File: config.mk
export PLATFORM = sky130hd
export DESIGN_NAME = seg_scan_driver
export DESIGN_NICKNAME = d
export VERILOG_FILES = /design/src/rtl/seg_scan_pkg.sv /design/src/rtl/seg7_decode.sv /design/src/rtl/seg_scan_driver.sv
export SDC_FILE = /design/constraint.sdc
export NUM_CORES = 1
export LEC_CHECK = 0
export ABC_AREA = 1
export CAP_MARGIN = 5
export CORE_ASPECT_RATIO = 2
export CORE_MARGIN = 2
export CORE_UTILIZATION = 30
export CTS_BUF_LIST = sky130_fd_sc_hd__clkbuf_4
export CTS_CLUSTER_DIAMETER = 80
export DETAILED_ROUTE_END_ITERATION = 8
export GPL_TIMING_DRIVEN = 0
export PLACE_DENSITY = 0.52
export SLEW_MARGIN = 20
export SYNTH_ARGS = -nofsm -noshare
export SYNTH_HDL_FRONTEND = slang
export SYNTH_HIERARCHICAL = 1
export SYNTH_SLANG_ARGS = --single-unit
File: constraint.sdc
create_clock -name clk -period 1.64 [get_ports clk]
set_input_delay 0.164 -clock clk [delete_from_list [all_inputs] [get_ports clk]]
set_output_delay 0.164 -clock clk [all_outputs]
set_load 0.02 [all_outputs]
File: src/rtl/seg_scan_pkg.sv
// seg_scan_pkg: scan FSM states and active-low {g,f,e,d,c,b,a} segment patterns
package seg_scan_pkg;
  typedef enum logic [1:0] {IDLE, BLANK, SHOW} state_e;
  localparam logic [6:0] SEG_0    = 7'h40;
  localparam logic [6:0] SEG_1    = 7'h79;
  localparam logic [6:0] SEG_2    = 7'h24;
  localparam logic [6:0] SEG_3    = 7'h30;
  localparam logic [6:0] SEG_4    = 7'h19;
  localparam logic [6:0] SEG_5    = 7'h12;
  localparam logic [6:0] SEG_6    = 7'h02;
  localparam logic [6:0] SEG_7    = 7'h78;
  localparam logic [6:0] SEG_8    = 7'h00;
  localparam logic [6:0] SEG_9    = 7'h10;
  localparam logic [6:0] SEG_DASH = 7'h3F;
  localparam logic [6:0] SEG_OFF  = 7'h7F;
endpackage

File: src/rtl/seg7_decode.sv
// seg7_decode: BCD nibble to active-low 7-segment pattern, non-BCD shows a dash
module seg7_decode
  import seg_scan_pkg::*;
(
  input  logic [3:0] bcd_i,
  output logic [6:0] seg_o
);
  always_comb begin
    seg_o = SEG_DASH;
    case (bcd_i)
      4'd0: seg_o = SEG_0;
      4'd1: seg_o = SEG_1;
      4'd2: seg_o = SEG_2;
      4'd3: seg_o = SEG_3;
      4'd4: seg_o = SEG_4;
      4'd5: seg_o = SEG_5;
      4'd6: seg_o = SEG_6;
      4'd7: seg_o = SEG_7;
      4'd8: seg_o = SEG_8;
      4'd9: seg_o = SEG_9;
      default: seg_o = SEG_DASH;
    endcase
  end
endmodule

File: src/rtl/seg_scan_driver.sv
// seg_scan_driver: 4-digit multiplexed 7-segment scanner with per-slot dead time.
// Define SEG_SCAN_LZB_EN to enable leading-zero blanking on digits 3..1.
module seg_scan_driver
  import seg_scan_pkg::*;
#(
  parameter int TICK_DIV  = 50000,
  parameter int BLANK_CYC = 16,
  parameter int DP_DIGIT  = 2
) (
  input  logic        clk,
  input  logic        reset,
  input  logic        enable,
  input  logic [15:0] digits_i,
  input  logic        hold_i,
  output logic [6:0]  seg_o,
  output logic        dp_o,
  output logic [3:0]  an_o,
  output logic        frame_o
);
  localparam int PW = $clog2(TICK_DIV);
  state_e        state_q, state_d;
  logic [PW-1:0] presc_q, presc_d;
  logic [1:0]    idx_q, idx_d;
  logic [15:0]   shadow_q, shadow_d;
  logic [6:0]    seg_q, seg_d, dec;
  logic [3:0]    an_q, an_d, nib;
  logic          dp_q, dp_d, frame_q, frame_d;
  logic          slot_end, start, show, blank_lz;

  assign slot_end = presc_q == PW'(TICK_DIV - 1);
  assign start    = enable && (state_q == IDLE || (slot_end && idx_q == 2'd3));
  assign nib      = shadow_q[{idx_q, 2'b00} +: 4];

  seg7_decode u_dec (.bcd_i(nib), .seg_o(dec));

`ifdef SEG_SCAN_LZB_EN
  logic [3:0] lit;
  // a digit stays lit once it or any higher digit is non-zero
  assign lit      = {|shadow_q[15:12], |shadow_q[15:8], |shadow_q[15:4], 1'b1};
  assign blank_lz = ~lit[idx_q];
`else
  assign blank_lz = 1'b0;
`endif

  always_comb begin
    state_d  = state_q;
    presc_d  = presc_q;
    idx_d    = idx_q;
    shadow_d = shadow_q;
    if (!enable) begin
      state_d = IDLE;
      presc_d = '0;
      idx_d   = '0;
    end else begin
      presc_d  = (state_q == IDLE || slot_end) ? '0 : presc_q + 1'b1;
      idx_d    = state_q == IDLE ? 2'd0 : idx_q + 2'(slot_end);
      state_d  = presc_d < PW'(BLANK_CYC) ? BLANK : SHOW;
      shadow_d = (start && !hold_i) ? digits_i : shadow_q;
    end
    show    = enable && state_q == SHOW;
    frame_d = start;
    an_d    = show ? ~(4'b1 << idx_q) : 4'hF;
    seg_d   = (!show || blank_lz) ? SEG_OFF : dec;
    dp_d    = !(show && idx_q == 2'(DP_DIGIT));
  end

  always_ff @(posedge clk or posedge reset) begin
    if (reset) begin
      state_q  <= IDLE;
      presc_q  <= '0;
      idx_q    <= '0;
      shadow_q <= '0;
      seg_q    <= SEG_OFF;
      an_q     <= 4'hF;
      dp_q     <= 1'b1;
      frame_q  <= 1'b0;
    end else begin
      state_q  <= state_d;
      presc_q  <= presc_d;
      idx_q    <= idx_d;
      shadow_q <= shadow_d;
      seg_q    <= seg_d;
      an_q     <= an_d;
      dp_q     <= dp_d;
      frame_q  <= frame_d;
    end
  end

  assign seg_o   = seg_q;
  assign an_o    = an_q;
  assign dp_o    = dp_q;
  assign frame_o = frame_q;
endmodule
==> metrics.md, run 1 <==
| Metric | Value |
|---|---|
| Final setup vio count | `21` |
| Clock network power share | `0.270` |
| DRT Pass-1 Iters | `5` |
| PnR worst setup slack | `-0.161 ns` |
| GR Overflow Total | `0` |
| Sequential fraction of design power | `0.501` |
| Global placement routability congestion | `0.801` |
| Setup TNS Final | `-2.58 ns` |
| Critical Path Start Type | `flip-flop` |
| # IOs | `33` |
| Total wire length | `6950 um` |
| Clock Path Buffers | `2` |
| Post-DRT Antenna Nets | `0` |
| Post-route cell area | `0.00375 mm^2` |
| FF-to-FF End | `shadow_q[2]$_DFFE_PP0P_` |
| Largest net degree at the start of global routing | `32` |
| Overall power | `2.65 mW` |
| Post-synthesis sequential area ratio | `0.481` |
| Fillers | `832` |
| Final Hold Viols | `0` |
| CP endpoint | `shadow_q[2]$_DFFE_PP0P_` |
| RSZ-0062 raised after global routing | `yes` |
| Multi-input gate area | `0.00143 mm^2` |
| Warnings, synthesis | `6` |
| Core area | `0.00823 mm^2` |
| Iteration-0 DRC Markers | `70` |
| Yosys cell types | `26` |
| Setup crit start | `presc_q[4]$_DFF_PP0_` |
| DP Worst Slack | `-0.522 ns` |
| Sw frac | `0.290` |
| Crit path time final | `1.80 ns` |
| Cts bufs inserted | `5` |
| Max cap viols | `0` |
| Gr usage total | `0.164` |
| Status | `complete, but fails checks` |
| Power Dens Cells | `707 mW/mm^2` |
| Mapped Area | `0.00253 mm^2` |
| Crit path required time | `1.91 ns` |
| First-pass GRT wire length | `11,300 um` |
| Tightest hold margin | `0.0753 ns` |
| Worst min-delay path class | `in -> async` |
| Vias per cell | `4.68` |
| H-tree depth | `2` |
| Routed wire length on met3 | `195 um` |
| Port bufs | `32` |
| Row count | `47` |
| Utilization after layout | `0.456` |
| TritonCTS clock tree | `done` |
| Mapped Cells | `332` |
| P_leak | `1.67 nW` |
| Comb pwr share | `0.230` |
| Initial antenna violation count | `1` |
| M1 wire length | `2310 um` |
| DP Area | `0.00303 mm^2` |
| Final net count | `437` |
| CTS clk-pin slew, worst paths | `0.14 ns` |
| FF-to-FF path depth | `9` |
| Fraction of layout cells with a size suffix above 1 | `0.343` |
| Reg area | `0.00122 mm^2` |
| CP Class | `reg -> reg` |
| # hold bufs at CTS | `0` |
| Initial Utilization | `0.307` |
| Synth Register Bits | `48` |
| Top Metal Used | `met4` |
| Worst r2r src | `presc_q[4]$_DFF_PP0_` |
| Area Growth Syn to Fin | `48.4%` |
| Final Max Slew Viols | `0` |
| Mean Syn Cell Area | `7.61 um^2` |
| Final Non-Filler Cells | `510` |
| Die W | `68.9 um` |
| Wire length on met2 | `4220 um` |
| Final Skew | `0.0140 ns` |
| Worst rel slew slack | `0.681` |
| Die Height | `134 um` |
| CTS sink cnt | `48` |
| CP arrival | `2.08 ns` |
| Violated checks | `setup timing` |
| Final period utilization | `1.10` |
| Syn Nets | `359` |
| Maximum VDD drop | `0.000588 V` |
| Die area | `0.00922 mm^2` |
| Via count | `2,385` |
| Wirelength per Cell | `13.6 um` |
| DRC | `0` |
| Int Power | `1.88 mW` |
| Post-DP HPWL | `4920 um` |
| Later-pin clock latency in the skew report | `0.38 ns` |
| Worst slew pin tran | `0.479 ns` |
| Worst Path Max Fanout | `5` |
| Crit end category | `flip-flop` |
| Fmax | `555 MHz` |
| R2r setup slk | `-0.16 ns` |
| Vias in the first global route | `2,410` |
| NetSw | `770 uW` |
| Clock root buffer | `clkbuf_4` |
| Cell total after placement | `463` |
## repair_timing
item / CTS / global route
pin swaps: 21 / 32
gates cloned: 0 / 1
setup buffers: 29 / 9
endpoints found under the setup margin: 41 / 29
resized for setup: 70 / 43
## Yosys cell counts
library cell,instances,area [um^2]
o21ai_1,1,5.00
a21oi_2,1,8.76
dfstp_2,11,289
clkinv_1,5,18.8
clkbuf_1,3,11.3
a21oi_1,2,10.0
o21bai_1,3,22.5
o21ai_2,1,8.76
nor3_4,1,16.3
nand4_1,9,56.3
nand2_2,1,6.26
inv_2,1,3.75
nor3_1,10,50.1
buf_6,1,11.3
buf_2,1,5.00
a22oi_1,6,45.0
inv_1,37,139
nor2_1,35,131
nand3_1,39,195
ha_1,7,87.6
xor2_1,1,8.76
nand2_1,112,420
nor2_2,3,18.8
buf_4,2,15.0
xnor2_1,2,17.5
dfrtp_1,37,926
## layer usage
layer	GRT usage	up-vias
met5	0	-
met4	0.0708	0
met3	0.0243	19
met2	0.318	51
met1	0.160	1110
li1	-	1205
## worst min-delay path by stage
stage                               end               startpoint  depth (start not counted)  slack, ns
5_1_grt            presc_q[6]$_DFF_PP0_                    reset                          2       0.08
2_1_floorplan  shadow_q[11]$_DFFE_PP0P_             digits_i[11]                          2       0.30
3_5_place_dp    shadow_q[6]$_DFFE_PP0P_  shadow_q[6]$_DFFE_PP0P_                          2       0.46
6_report           presc_q[6]$_DFF_PP0_                    reset                          2       0.08
3_3_place_gp    shadow_q[8]$_DFFE_PP0P_  shadow_q[8]$_DFFE_PP0P_                          2       0.46
4_1_cts            presc_q[6]$_DFF_PP0_                    reset                          2       0.08
## state kept, by name (all words and copies together) (netlist names)
| signal | flops |
|---|---|
| state_q | 2 |
| idx_q | 2 |
| an_o | 4 |
| frame_o | 1 |
| shadow_q | 16 |
| presc_q | 16 |
| seg_o | 7 |
## power by group through the flow
stage               registers (mW)  clock network [mW]  logic (mW)
finish                        1.33               0.716       0.609
global placement              1.33                   0       0.379
global route                  1.34               0.798       0.680
detailed placement            1.33                   0       0.391
CTS                           1.32               0.740       0.518
floorplan                     1.32                   0       0.274
## cell type report
cell class                 count  area share
multi-input combinational    234       0.381
antenna                        1    0.000667
inverter                      43      0.0457
buffer                         7      0.0140
clock buffer                   6      0.0120
sequential                    48       0.326
timing repair buffer          71       0.179
tap                           98      0.0327
clock inverter                 2     0.00934
## critical path, stage by stage (launching register included)
cell	delay, ns
dfrtp_1	0.46
nor2_2	0.15
nand2_2	0.08
nor2_4	0.17
a21oi_4	0.09
nor3_4	0.34
nand2_4	0.14
buf_6	0.16
nand2_2	0.05
nand2_1	0.05
## cells by family after synthesis
logic type      after synthesis  share of synthesized area
buf+inv                      50                     0.0807
compound gates               14                     0.0396
xor+xnor                      3                     0.0104
flops                        48                      0.481
simple gates                210                      0.354
fa+ha+maj                     7                     0.0347
## cell usage in the layout (no fill, tap or decap), drive strengths merged
cell / synthesis / final
nand3: 39 / 39
clkbuf: 3 / 9
nor3: 11 / 11
ha: 7 / 7
buf: 4 / 43
bufinv: 0 / 1
diode: 0 / 1
dlygate4sd2: 0 / 12
nand4: 9 / 9
inv: 38 / 38
clkdlybuf4s50: 0 / 20
a21oi: 3 / 3
dfrtp: 37 / 37
o21bai: 3 / 3
clkinv: 5 / 6
a22oi: 6 / 6
nand2: 113 / 113
dfstp: 11 / 11
o21ai: 2 / 2
xor2: 1 / 1
xnor2: 2 / 2
nor2: 38 / 38
No activity file was read; power rests on OpenSTA's default activity.
==> inputs of run 2 (changes only) <==
--- a/config.mk
+++ b/config.mk
@@ -8,7 +8,6 @@
 export ABC_AREA = 1
 export CAP_MARGIN = 5
 export CORE_ASPECT_RATIO = 2
-export CORE_MARGIN = 2
 export CORE_UTILIZATION = 30
 export CTS_BUF_LIST = sky130_fd_sc_hd__clkbuf_4
 export CTS_CLUSTER_DIAMETER = 80
==> metrics.md, run 2 (synthesis results as in run 1) <==
| Metric | Value |
|---|---|
| Setup TNS Final | `-1.28 ns` |
| Worst min-delay path class | `in -> async` |
| Tightest hold margin | `0.103 ns` |
| Clock Path Buffers | `2` |
| Total wire length | `6860 um` |
| Initial Utilization | `0.307` |
| # IOs | `33` |
| Die area | `0.00882 mm^2` |
| Post-route cell area | `0.00373 mm^2` |
| CTS sink cnt | `48` |
| Commonest non-fill, non-tap cell in the layout | `nand2_1` |
| Final Hold Viols | `0` |
| Crit-path leading delay family | `simple AND/OR/NAND/NOR gates` |
| Wirelength per Cell | `13.6 um` |
| RSZ-0062 raised after global routing | `yes` |
| Port bufs | `32` |
| Post-DRT Antenna Nets | `0` |
| Fillers | `866` |
| Cts bufs inserted | `5` |
| Largest net degree at the start of global routing | `28` |
| Via count | `2,395` |
| Initial antenna violation count | `1` |
| Fmax | `566 MHz` |
| DRT Pass-1 Iters | `4` |
| P_leak | `1.66 nW` |
| Crit path largest cell delay | `0.44 ns` |
| Final net count | `433` |
| TritonCTS clock tree | `done` |
| Worst Path Max Fanout | `8` |
| Core area | `0.00823 mm^2` |
| Vias per cell | `4.73` |
| Gr usage total | `0.168` |
| Crit path required time | `1.92 ns` |
| Maximum VDD drop | `0.000559 V` |
| Clock root buffer | `clkbuf_4` |
| Most frequent cells in the layout | `84 x nand2_1, 31 x dfrtp_1, 29 x inv_1` |
| Status | `complete, but fails checks` |
| Final Max Slew Viols | `0` |
| CP Class | `reg -> reg` |
| Violated checks | `setup timing` |
| H-tree depth | `2` |
| First-pass GRT wire length | `11,000 um` |
| Crit end category | `flip-flop` |
| Slowest cell on crit path | `dfrtp_2` |
| PnR worst setup slack | `-0.126 ns` |
| Worst slew pin tran | `0.510 ns` |
| Final setup vio count | `16` |
| Global placement routability congestion | `0.869` |
| Crit-path cells | `ha_4 > nand3_4 > nor2_4 > a21oi_4 > nor3_4 > buf_12 > nand2_8 > buf_6 > nand2_2 > nand2_1` |
| CP arrival | `2.04 ns` |
| Fraction of layout cells with a size suffix above 1 | `0.344` |
| DP Area | `0.00303 mm^2` |
| Iteration-0 DRC Markers | `80` |
| Vias in the first global route | `2,396` |
| Later-pin clock latency in the skew report | `0.39 ns` |
| Area Growth Syn to Fin | `47.7%` |
| Post-DP HPWL | `4970 um` |
| Die Height | `132 um` |
| DRC | `0` |
| Buf+Inv Stages, Crit Path | `2` |
| Worst rel slew slack | `0.660` |
| Row count | `47` |
| Critical Path Start Type | `flip-flop` |
| Power Dens Cells | `695 mW/mm^2` |
| Utilization after layout | `0.453` |
| Max cap viols | `0` |
| Final period utilization | `1.08` |
| GR Overflow Total | `0` |
| Crit path time final | `1.77 ns` |
| Final Skew | `0.0210 ns` |
| CTS clk-pin slew, worst paths | `0.16 ns` |
| Die W | `66.9 um` |
==> run 2: cell types whose count changed in the layout (fill, tap and decap cells not counted), moves of 3 or more <==
cell     delta
nand2_1     -5
buf_4       -4
nand2_2     +4
nand3_2     +4
ha_1        +3
nand3_1     -3
nor2_2      +3
==> run 2: final timing paths <==
| path | from | endpoint | slack, ns | cells after the start |
|---|---|---|---|---|
| min reg2reg | shadow_q[2]$_DFFE_PP0P_ | shadow_q[2]$_DFFE_PP0P_ | 0.51 | 2 |
| max reg2reg | presc_q[0]$_DFF_PP0_ | shadow_q[6]$_DFFE_PP0P_ | -0.13 | 10 |
| max in group asynchronous | reset | seg_o[0]$_DFF_PP1_ | 0.92 | 3 |
| max | presc_q[0]$_DFF_PP0_ | shadow_q[6]$_DFFE_PP0P_ | -0.13 | 10 |
| min | reset | presc_q[2]$_DFF_PP0_ | 0.10 | 2 |
| min in group clk | digits_i[5] | shadow_q[5]$_DFFE_PP0P_ | 0.31 | 3 |
==> run 2: worst reg2reg max path: cells and delay by family (launching register included) <==
family	cells	cell delay, ns
adder cells (fa/ha/maj)	1	0.20
flip-flops	1	0.44
AND/OR/NAND/NOR	6	0.60
buffers and inverters	2	0.33
AO/OA/AOI/OAI	1	0.09
==> run 2: area by class of cell <==
type | instances | area, um^2 | area share
Buffer | 7 | 56.3 | 0.0151
Tap cell | 98 | 123 | 0.0328
Multi-Input combinational cell | 234 | 1420 | 0.379
Timing Repair Buffer | 67 | 659 | 0.177
Clock inverter | 3 | 42.5 | 0.0114
Inverter | 43 | 174 | 0.0466
Antenna cell | 1 | 2.50 | 0.000670
Clock buffer | 5 | 37.5 | 0.0101
Sequential cell | 48 | 1220 | 0.327
==> run 2: power by group <==
group / internal, mW / switching (mW) / total [mW] / leakage [nW]
Combinational: 0.251 / 0.285 / 0.536 / 1.02
Clock: 0.319 / 0.406 / 0.725 / 0.0428
Sequential: 1.26 / 0.0710 / 1.33 / 0.597
==> run 2: routing by layer <==
| metal | wire length (um) | up-vias | GRT usage | part of all wire |
|---|---|---|---|---|
| li1 | - | 1196 | - | - |
| met1 | 2220 | 1141 | 0.149 | 0.32 |
| met2 | 4230 | 44 | 0.332 | 0.62 |
| met3 | 156 | 14 | 0.0260 | 0.023 |
| met4 | 250 | 0 | 0.0875 | 0.036 |
| met5 | 0 | - | 0 | 0 |
==> run 2: timing repair <==
action | in CTS | in global routing
hold buffers | 0 | 0
endpoints found under the hold margin | 0 | 0
gates cloned | 2 | 0
pin swaps | 24 | 21
buffers inserted | 21 | 11
setup endpoints to repair | 42 | 26
resized for setup | 65 | 50
==> run 2: metrics by stage <==
step | setup WS, ns | instances | power (mW)
floorplan | -0.0715 | 332 | 1.59
CTS | -0.0932 | 494 | 2.55
detailed placement | -0.495 | 463 | 1.73
global route | -0.183 | 506 | 2.75
global placement | -0.650 | 462 | 1.72
finish | -0.126 | 506 | 2.60
==> inputs of run 3 (changes only) <==
--- a/config.mk
+++ b/config.mk
@@ -13,6 +13,7 @@
 export CTS_CLUSTER_DIAMETER = 80
 export DETAILED_ROUTE_END_ITERATION = 8
 export GPL_TIMING_DRIVEN = 0
+export HOLD_SLACK_MARGIN = 0.15
 export PLACE_DENSITY = 0.52
 export SLEW_MARGIN = 20
 export SYNTH_ARGS = -nofsm -noshare
==> metrics.md, run 3 (synthesis results as in run 1) <==
| Metric | Value |
|---|---|
| PnR worst setup slack | `-0.125 ns` |
| Post-DP HPWL | `4970 um` |
| Initial antenna violation count | `1` |
| First-pass GRT wire length | `11,000 um` |
| Vias per cell | `4.71` |
| Worst min-delay path class | `in -> reg` |
| Clock network power share | `0.279` |
| Final period utilization | `1.08` |
| Overall power | `2.60 mW` |
| Via count | `2,388` |
| Row count | `47` |
| Buf+Inv Stages, Crit Path | `2` |
| Worst slew pin tran | `0.510 ns` |
| Crit path largest cell delay | `0.44 ns` |
| Tightest hold margin | `0.314 ns` |
| DRC | `0` |
| Fillers | `865` |
| Status | `complete, but fails checks` |
| CP Class | `reg -> reg` |
| Final Max Slew Viols | `0` |
| Fmax | `567 MHz` |
| Most frequent cells in the layout | `84 x nand2_1, 31 x dfrtp_1, 29 x inv_1` |
| Crit-path leading delay family | `simple AND/OR/NAND/NOR gates` |
| GR Overflow Total | `0` |
| Maximum VDD drop | `0.000559 V` |
| CTS sink cnt | `48` |
| Worst rel slew slack | `0.660` |
| Comb pwr share | `0.207` |
| Crit-path cells | `ha_4 > nand3_4 > nor2_4 > a21oi_4 > nor3_4 > buf_12 > nand2_8 > buf_6 > nand2_2 > nand2_1` |
| Final Skew | `0.0214 ns` |
| CP arrival | `2.04 ns` |
| Max cap viols | `0` |
| Sequential fraction of design power | `0.514` |
| Commonest non-fill, non-tap cell in the layout | `nand2_1` |
| Critical Path Start Type | `flip-flop` |
| Later-pin clock latency in the skew report | `0.39 ns` |
| Power Dens Cells | `694 mW/mm^2` |
| RSZ-0062 raised after global routing | `yes` |
| DP Worst Slack | `-0.495 ns` |
| Post-DRT Antenna Nets | `0` |
| Slowest cell on crit path | `dfrtp_2` |
| Utilization after layout | `0.455` |
| H-tree depth | `2` |
| Final net count | `434` |
| Iteration-0 DRC Markers | `59` |
| Clock Path Buffers | `2` |
| Fraction of layout cells with a size suffix above 1 | `0.343` |
| CTS clk-pin slew, worst paths | `0.16 ns` |
| Die area | `0.00882 mm^2` |
| Initial Utilization | `0.307` |
| Int Power | `1.84 mW` |
| Largest net degree at the start of global routing | `28` |
| Worst Path Max Fanout | `8` |
| Gr usage total | `0.168` |
| DRT Pass-1 Iters | `4` |
| Violated checks | `setup timing` |
| Final Hold Viols | `0` |
| Sw frac | `0.293` |
| Area Growth Syn to Fin | `48.1%` |
| Core area | `0.00823 mm^2` |
| Vias in the first global route | `2,401` |
| Setup TNS Final | `-1.27 ns` |
| Port bufs | `32` |
| Total wire length | `6880 um` |
| Cts bufs inserted | `5` |
| Crit path time final | `1.76 ns` |
| Crit end category | `flip-flop` |
| Die Height | `132 um` |
| Crit path required time | `1.91 ns` |
| Wirelength per Cell | `13.6 um` |
| NetSw | `762 uW` |
| Global placement routability congestion | `0.869` |
| Die W | `66.9 um` |
| P_leak | `1.67 nW` |
| Clock root buffer | `clkbuf_4` |
| # IOs | `33` |
| Final setup vio count | `16` |
| TritonCTS clock tree | `done` |
run 3: cell count changes in the layout (fill, tap and decap cells not counted), sizes merged:
| cell | change |
|---|---|
| dlygate4sd3 | +1 |
run 3: final timing paths:
| kind | cells after the start | end | slack, ns | start |
|---|---|---|---|---|
| setup / recovery | 10 | shadow_q[6]$_DFFE_PP0P_ | -0.12 | presc_q[0]$_DFF_PP0_ |
| max in group asynchronous | 4 | seg_o[0]$_DFF_PP1_ | 0.37 | reset |
| setup reg to reg | 10 | shadow_q[6]$_DFFE_PP0P_ | -0.12 | presc_q[0]$_DFF_PP0_ |
| hold / removal | 3 | shadow_q[5]$_DFFE_PP0P_ | 0.31 | digits_i[5] |
| hold reg to reg | 2 | shadow_q[2]$_DFFE_PP0P_ | 0.51 | shadow_q[2]$_DFFE_PP0P_ |
| min in group asynchronous | 3 | presc_q[2]$_DFF_PP0_ | 0.66 | reset |
run 3: metrics by stage:
| step | std cells | instance area (um^2) |
|---|---|---|
| after CTS | 495 | 3480 |
| after global placement | 462 | 3010 |
| after global routing | 507 | 3740 |
| final | 507 | 3740 |
| after floorplan | 332 | 2560 |
| after detailed placement | 463 | 3030 |
run 3: cell type report:
class | instances | area [um^2] | share of cell area
Multi-Input combinational cell | 234 | 1420 | 0.378
Sequential cell | 48 | 1220 | 0.327
Timing Repair Buffer | 68 | 669 | 0.179
Inverter | 43 | 174 | 0.0465
Tap cell | 98 | 123 | 0.0328
Buffer | 7 | 56.3 | 0.0150
Clock inverter | 3 | 42.5 | 0.0114
Clock buffer | 5 | 37.5 | 0.0100
Antenna cell | 1 | 2.50 | 0.000668
run 3: power by group through the flow:
stage          Sequential, mW  Clock, mW  Combinational, mW
2_1_floorplan            1.32          0              0.274
3_3_place_gp             1.34          0              0.380
3_5_place_dp             1.34          0              0.392
4_1_cts                  1.32      0.754              0.472
5_1_grt                  1.34      0.804              0.607
6_report                 1.34      0.725              0.537
run 3: timing repair:
item,4_1_cts,5_1_grt
endpoints found under the setup margin,42,26
hold endpoints to repair,20,0
hold buffers,1,0
gates resized for setup,65,50
pin swaps,24,21
setup buffers,21,11
cloned,2,0
run 3: worst register-to-register path: cells and delay by family (launching register included):
family	cells	cell delay (ns)
flip-flops	1	0.44
AND/OR/NAND/NOR	6	0.60
AO/OA/AOI/OAI	1	0.09
buffers and inverters	2	0.32
adder cells (fa/ha/maj)	1	0.20
run 3: layer usage:
| metal | vias to the layer above | GRT usage | share of wire |
|---|---|---|---|
| li1 | 1196 | - | - |
| met1 | 1143 | 0.150 | 0.33 |
| met2 | 35 | 0.333 | 0.62 |
| met3 | 14 | 0.0260 | 0.020 |
| met4 | 0 | 0.0875 | 0.036 |
| met5 | - | 0 | 0 |
